--- src/rtl/serial_deserializer.sv ---
// Serial-to-parallel word assembler with sof framing, a single-entry output
// register with ready/valid handshake, sticky overflow and one-cycle abort pulse.
module serial_deserializer #(
    parameter int unsigned WIDTH     = 8,
    parameter bit          MSB_FIRST = 1'b1
) (
    input  logic             clk,
    input  logic             rst,
    input  logic             din,
    input  logic             din_valid,
    input  logic             sof,
    output logic [WIDTH-1:0] out_data,
    output logic             out_valid,
    input  logic             out_ready,
    output logic             overflow,
    output logic             abort
);

    localparam int unsigned CW = $clog2(WIDTH + 1);

    typedef enum logic [0:0] {
        IDLE  = 1'b0,
        SHIFT = 1'b1
    } state_t;

    state_t           state_q, state_d;
    logic [CW-1:0]    count_q, count_d;
    logic [WIDTH-1:0] shreg_q, shreg_d;
    logic [WIDTH-1:0] out_data_q, out_data_d;
    logic             out_valid_q, out_valid_d;
    logic             overflow_q, overflow_d;
    logic             abort_q, abort_d;
    logic [WIDTH-1:0] first_s, append_s;
    logic             complete_s;

    // Bit placement: the first bit of a word drifts to MSB or LSB as later bits arrive.
    always_comb begin
        first_s  = {WIDTH{1'b0}};
        append_s = shreg_q;
        if (MSB_FIRST) begin
            first_s  = {{(WIDTH-1){1'b0}}, din};
            append_s = {shreg_q[WIDTH-2:0], din};
        end else begin
            first_s  = {din, {(WIDTH-1){1'b0}}};
            append_s = {din, shreg_q[WIDTH-1:1]};
        end
    end

    // Framing FSM plus output-register / flag next-state logic.
    always_comb begin
        state_d     = state_q;
        count_d     = count_q;
        shreg_d     = shreg_q;
        out_data_d  = out_data_q;
        out_valid_d = out_valid_q;
        overflow_d  = overflow_q;
        abort_d     = 1'b0;
        complete_s  = 1'b0;

        case (state_q)
            IDLE: begin
                if (din_valid && sof) begin
                    shreg_d = first_s;
                    count_d = CW'(1);
                    state_d = SHIFT;
                end else begin
                    state_d = IDLE;
                end
            end
            SHIFT: begin
                if (din_valid && sof) begin
                    abort_d = 1'b1;
                    shreg_d = first_s;
                    count_d = CW'(1);
                end else if (din_valid) begin
                    shreg_d = append_s;
                    if (count_q == CW'(WIDTH - 1)) begin
                        complete_s = 1'b1;
                        count_d    = {CW{1'b0}};
                        state_d    = IDLE;
                    end else begin
                        count_d = count_q + CW'(1);
                    end
                end else begin
                    state_d = SHIFT;
                end
            end
            default: begin
                state_d = IDLE;
                count_d = {CW{1'b0}};
            end
        endcase

        // A completed word may replace a word being consumed in the same cycle.
        if (complete_s) begin
            if (!out_valid_q || out_ready) begin
                out_data_d  = append_s;
                out_valid_d = 1'b1;
            end else begin
                overflow_d = 1'b1;
            end
        end else if (out_valid_q && out_ready) begin
            out_valid_d = 1'b0;
        end else begin
            out_valid_d = out_valid_q;
        end
    end

    // State registers with synchronous reset.
    always_ff @(posedge clk) begin
        if (rst) begin
            state_q     <= IDLE;
            count_q     <= {CW{1'b0}};
            shreg_q     <= {WIDTH{1'b0}};
            out_data_q  <= {WIDTH{1'b0}};
            out_valid_q <= 1'b0;
            overflow_q  <= 1'b0;
            abort_q     <= 1'b0;
        end else begin
            state_q     <= state_d;
            count_q     <= count_d;
            shreg_q     <= shreg_d;
            out_data_q  <= out_data_d;
            out_valid_q <= out_valid_d;
            overflow_q  <= overflow_d;
            abort_q     <= abort_d;
        end
    end

    assign out_data  = out_data_q;
    assign out_valid = out_valid_q;
    assign overflow  = overflow_q;
    assign abort     = abort_q;

endmodule

--- config.mk ---
export PLATFORM = sky130hd
export DESIGN_NAME = serial_deserializer
export DESIGN_NICKNAME = d
export VERILOG_FILES = /design/src/rtl/serial_deserializer.sv
export SDC_FILE = /design/constraint.sdc
export NUM_CORES = 1
export LEC_CHECK = 0
export ABC_AREA = 1
export CORE_MARGIN = 5
export CORE_UTILIZATION = 30
export CTS_CLUSTER_DIAMETER = 50
export DETAILED_ROUTE_END_ITERATION = 6
export PLACE_DENSITY = 0.5
export SLEW_MARGIN = 5
export SYNTH_ARGS = -nofsm -noshare
export SYNTH_HDL_FRONTEND = slang
export SYNTH_SLANG_ARGS = --single-unit
export TNS_END_PERCENT = 20
--- constraint.sdc ---
create_clock -name clk -period 4.05 [get_ports clk]
set_input_delay 0.81 -clock clk [delete_from_list [all_inputs] [get_ports clk]]
set_output_delay 0.81 -clock clk [all_outputs]
set_load 0.03 [all_outputs]
# Word level (Yosys, flattened, before mapping)
# Cells that the tools add are included.
# Widths: inputs -> output; s select.
dict set report totals {
  wordCells 45
  reg_bits 23
  inputBits 6
  out_inout_bits 11
}
dict set report op_classes {
  n_addsub 1
  bitwise_logic 2
  n_eq_ne 4
  reduce_logical 10
  n_mux 21
}
# cell n
set op_table {}
lappend op_table {{$mux 7} 3}
lappend op_table {{$mux 4} 4}
lappend op_table {{$pmux 7 s2} 1}
lappend op_table {{$mux 1} 11}
lappend op_table {{$pmux 4 s2} 1}
lappend op_table {{$reduce_and 2->1} 4}
lappend op_table {{$add 4x1->4 const B} 1}
lappend op_table {{$eq 4x3->1 const B} 1}
lappend op_table {{$ne 3x2->1 const B} 1}
lappend op_table {{$logic_and 1x1->1} 2}
lappend op_table {{$ne 2x1->1 const B} 1}
lappend op_table {{$ne 2x2->1 const B} 1}
lappend op_table {{$not 1->1} 2}
lappend op_table {{$pmux 1 s2} 1}
lappend op_table {{$reduce_bool 2->1} 1}
lappend op_table {{$reduce_or 2->1} 1}
lappend op_table {{$logic_not 1->1} 1}
lappend op_table {{$logic_or 1x1->1} 1}

# Depth between registers and ports, before layout
dict set report logic_depth {
  ltp_word 7
  ltp_mapped 8
}

# Worst setup path after synthesis
# No wires, ideal clock.
dict set report synth_timing {
  kind {input to register}
  from {input sof}
  to {register out_data_q[7], in the netlist out_data[7]}
  stages 7
  arrival_ns 1.454
  path_slack_ns 2.482
  path_cell_list {inv_1 > nand3_2 > inv_4 > nand3_4 > buf_6 > nor2_1 > nor2_2}
}
dict set report synth_via {
  elab_chain_len 4
}
# element line
set synth_lines {}
lappend synth_lines {{start: declaration} 11} ;# input logic sof,
lappend synth_lines {{$logic_and 1x1->1} 71} ;# if (din_valid && sof) begin
lappend synth_lines {{$mux 1} 71}
lappend synth_lines {{$mux 1} 60} ;# case (state_q)
lappend synth_lines {{$reduce_and 2->1 (no source line)} --}
lappend synth_lines {{end signal: assignment} 115} ;# out_data_q <= {WIDTH{1'b0}};
lappend synth_lines {{end signal: assignment} 123} ;# out_data_q <= out_data_d;
lappend synth_lines {{end: declaration} 29} ;# logic [WIDTH-1:0] out_data_q, out_data_d;
# Every way passes these cells.
# A chain may end at the register's enable or synchronous reset.

# Final worst setup path
dict set report layout_timing {
  from {input sof}
  to {register shreg_q[0]}
}
dict set report layout_via {
  elab_chain_len 3
  word_cells_on_any_way 6
}
# element line
set layout_lines {}
lappend layout_lines {{$logic_and 1x1->1 *} {62, 71}}
lappend layout_lines {{$mux 7, or another cell as far along} 71}
lappend layout_lines {{$pmux 7 s2 / $reduce_and 2->1 (equally long branches)} --}
lappend layout_lines {{end signal: assignment} 114} ;# shreg_q <= {WIDTH{1'b0}};
lappend layout_lines {{end signal: assignment} 122} ;# shreg_q <= shreg_d;
lappend layout_lines {{end: declaration} 28} ;# logic [WIDTH-1:0] shreg_q, shreg_d;
# Mark *: on every way between the ends. The rest lies on a longest branch, timed or not.

==> results.txt <==
----------------------------------------------------
[CTS]
  CTS Root Buffer Type ... sky130_fd_sc_hd__clkbuf_4
  Clock tree from TritonCTS ... built
  Hold-fix buffers, CTS ... 0
  Post-CTS clock slew at the launch and capture registers of the worst setup and hold paths ... 140 ps
  CTS sink count ... 23
  Clk_lat worst skew ... 310 ps
  Number of CTS-inserted buffers ... 3
  Setup repair bufs after CTS ... 0
  Maximum number of buffers from clock root to sink ... 2
  Post-CTS sizing ... 0
  H-Tree Level Count ... 1

[Routing]
  Via count ... 797
  Number of vias per cell after detailed routing ... 4.151
  Detailed-route wire length per cell ... 9.323 microns
  Drc violations ... 0
  Post-detailed-routing wire length ... 1790 microns
  Pre-antenna DRT Iters ... 4
  1st-iter DRT viols ... 57
  Antenna Violating Nets Remaining ... 0

[Power and ir drop]
  Power Density ... 307.5 nW/um^2
  Leakage component of the power ... 0.0004943 uW
  Highest ir drop seen on vdd ... 0.1120 mV

[Die]
  # IOs ... 17
  Vertical die dimension ... 66.27 microns
  Total Die Area ... 4391 sq um
  Starting density of the core ... 31.11%
  Floorplan row count ... 20
  Chip width ... 66.27 microns
  Core outline area ... 3053 sq um

[Placed design]
  Port bufs ... 16
  Final GP Congestion ... 0.7759
  Placed wire-length estimate after detailed placement ... 1275 microns

[Finish]
  Area growth from synthesis to layout ... 23.32%
  Diode count ... 0
  Final Util ... 38.36%
  Proportion of layout cells with a drive suffix above 1 ... 6.757%
  Final #Nets ... 156

[Logic synthesis]
  Most common flop cell mapped by yosys ... sky130_fd_sc_hd__dfxtp_1
  Share of synthesized area occupied by flip-flops and latches ... 48.48%
  Area share of the largest cell type after synthesis ... 48.48%
  Cell taking the most area after synthesis ... sky130_fd_sc_hd__dfxtp_1
  Synth Register Bits ... 23
  Fraction of synthesis flops using an asynchronous set or reset pin ... 0%
  Number of warnings reported in the yosys synthesis log ... 0
  Syn Nets ... 138
  Post-synth EDFFs ... 0
  Cell types occupying the most area after synthesis ... sky130_fd_sc_hd__dfxtp_1 48%, sky130_fd_sc_hd__nand2_1 15%, sky130_fd_sc_hd__nor2_1 8.3%
  Synthesized area per cell ... 7.249 sq um
  Post-Synthesis Cell Area ... 949.7 sq um
  Most used standard cell by instance count after synthesis ... sky130_fd_sc_hd__nand2_1
  Post-synthesis cell type count ... 20
  Synthesized instance count ... 131
  Most instantiated cells after synthesis ... 39 x sky130_fd_sc_hd__nand2_1, 23 x sky130_fd_sc_hd__dfxtp_1, 21 x sky130_fd_sc_hd__nor2_1, 15 x sky130_fd_sc_hd__inv_1, 12 x sky130_fd_sc_hd__a21oi_1

[GRT]
  Overflow left after global routing ... 0
  Global-route usage over all layers ... 9.193%
  Number of global-route vias before repair ... 737
  Pin count of the biggest net entering global routing ... 18
  First-pass GRT wire length ... 3132 microns
  Number of antenna violations at the first check in global routing ... 0

[Worst setup path]
  CP arrival ... 2470 ps
  Crit end category ... flop
  Slowest stage delay, CP ... 890 ps
  Reg-to-reg startpoint ... state_q
  Critical Path Fanout Max ... 11
  Worst-case reg-to-reg path depth ... 3
  Critical Path RT ... 4300 ps
  Terminus of the critical flop-to-flop path ... shreg_q[0]
  Worst path most repeated cell ... sky130_fd_sc_hd__o21ai_0
  Slowest stage cell on the critical path ... sky130_fd_sc_hd__o21ai_0
  Sort of element at the start of the critical path ... input port
  Worst Setup Path Type ... in -> reg
  Cells traversed along the worst timing path ... clkdlybuf4s50_1, o21ai_0, o21ai_0, a21oi_1
  Worst reg-to-reg setup slack ... 2400 ps

[Min path]
  Worst Hold Path Cells ... 2
  Worst Hold Endpoint ... overflow
  Class of the worst hold path ... reg -> reg
  HP Start ... overflow

[STA]
  Setup Skew ... 13.83 ps
  Final Hold Fails ... 0
  Final Setup Violations ... 0
  Setup TNS Final ... 0 ps
  Crit path time final ... 2221 ps
  Fmax ... 450.3 MHz
  Post-route clock period utilization ... 54.84%
  Unrepaired setup endpoints after global routing ... no
  Least-Margin Pin Slew ... 1128 ps
  Slew Viols, Final ... 0
  Worst slew margin relative to its limit ... 24.01%

[Job]
  Max-capacitance violation count ... 0

[Status]
  Run status ... complete, no violations

----------------------------------------------------
[kinds of logic after synthesis]
kind of cell / synth area share (%)
and+or+nand+nor: 33.20
DFF: 48.48
buffers and inverters: 9.090
AOI/OAI and AO/OA: 7.905
adders and majority gates: 1.317
[critical path, delay by kind of cell]
kind | cells | cell delay, ps
compound gates | 3 | 1220
buf+inv | 1 | 440
[worst max path at each step]
| stage | start | end | cells past startpoint | slack (ps) |
|---|---|---|---|---|
| finish | sof | shreg_q[0] | 4 | 1830 |
| CTS | sof | shreg_q[0] | 4 | 1790 |
| global route | sof | count_q[2] | 5 | 1630 |
| global placement | sof | shreg_q[0] | 4 | 1490 |
| floorplan | sof | out_data[7] | 7 | 2480 |
| detailed placement | sof | count_q[2] | 5 | 1460 |
[metrics by stage]
| stage | cell area [sq um] | hold slack [ps] | setup WS, ps | power [uW] | cells |
|---|---|---|---|---|---|
| 3_5_place_dp | 1145 | 445.7 | 1462 | 257.5 | 188 |
| 3_3_place_gp | 1145 | 453.7 | 1491 | 256.7 | 188 |
| 5_1_grt | 1171 | 493.1 | 1628 | 381.4 | 192 |
| 2_1_floorplan | 949.7 | 438.7 | 2482 | 247.9 | 131 |
| 4_1_cts | 1171 | 470.8 | 1790 | 364.4 | 192 |
| 6_report | 1171 | 464.0 | 1829 | 360.1 | 192 |
[routing by layer]
metal	global-route usage [%]	part of all wire (%)	wire, microns
met1	12.07	50	903
met2	14.00	46	820
met3	1.531	2.1	38
met4	5.330	1.6	28
met5	0	0	0
[cell usage in the layout (no fill, tap or decap), drive strengths merged]
cell,instances
nor2,23
clkbuf,4
nor3,2
dfxtp,23
a21oi,12
clkinv,1
inv,16
nand2,41
o21ai,3
nand3,4
nand4,2
ha,1
clkdlybuf4s50,16
[flip-flops by register name (all words and copies together) (netlist names)]
| register | cells |
|---|---|
| out_data | 8 |
| shreg_q | 7 |
| count_q | 4 |
| abort | 1 |
| out_valid | 1 |
| overflow | 1 |
| state_q | 1 |
[layout make-up]
cell class              instances  area, sq um
inverters                      17        66.31
clock buffers                   4        26.28
repair buffers                 16        160.2
well taps                      44        55.05
flip-flops and latches         23        460.4
fillers                       349         1882
multi-input cells              88        402.9
[power by group]
part / leakage [uW] / internal (uW) / total (uW) / switching (uW)
logic: 0.000293 / 8.13 / 20.6 / 12.5
clock network: 0.0000150 / 38.4 / 108 / 69.6
registers: 0.000186 / 229 / 231 / 2.56
total: 0.000494 / 275 / 360 / 84.6
Power figures use the tool's default switching activity.
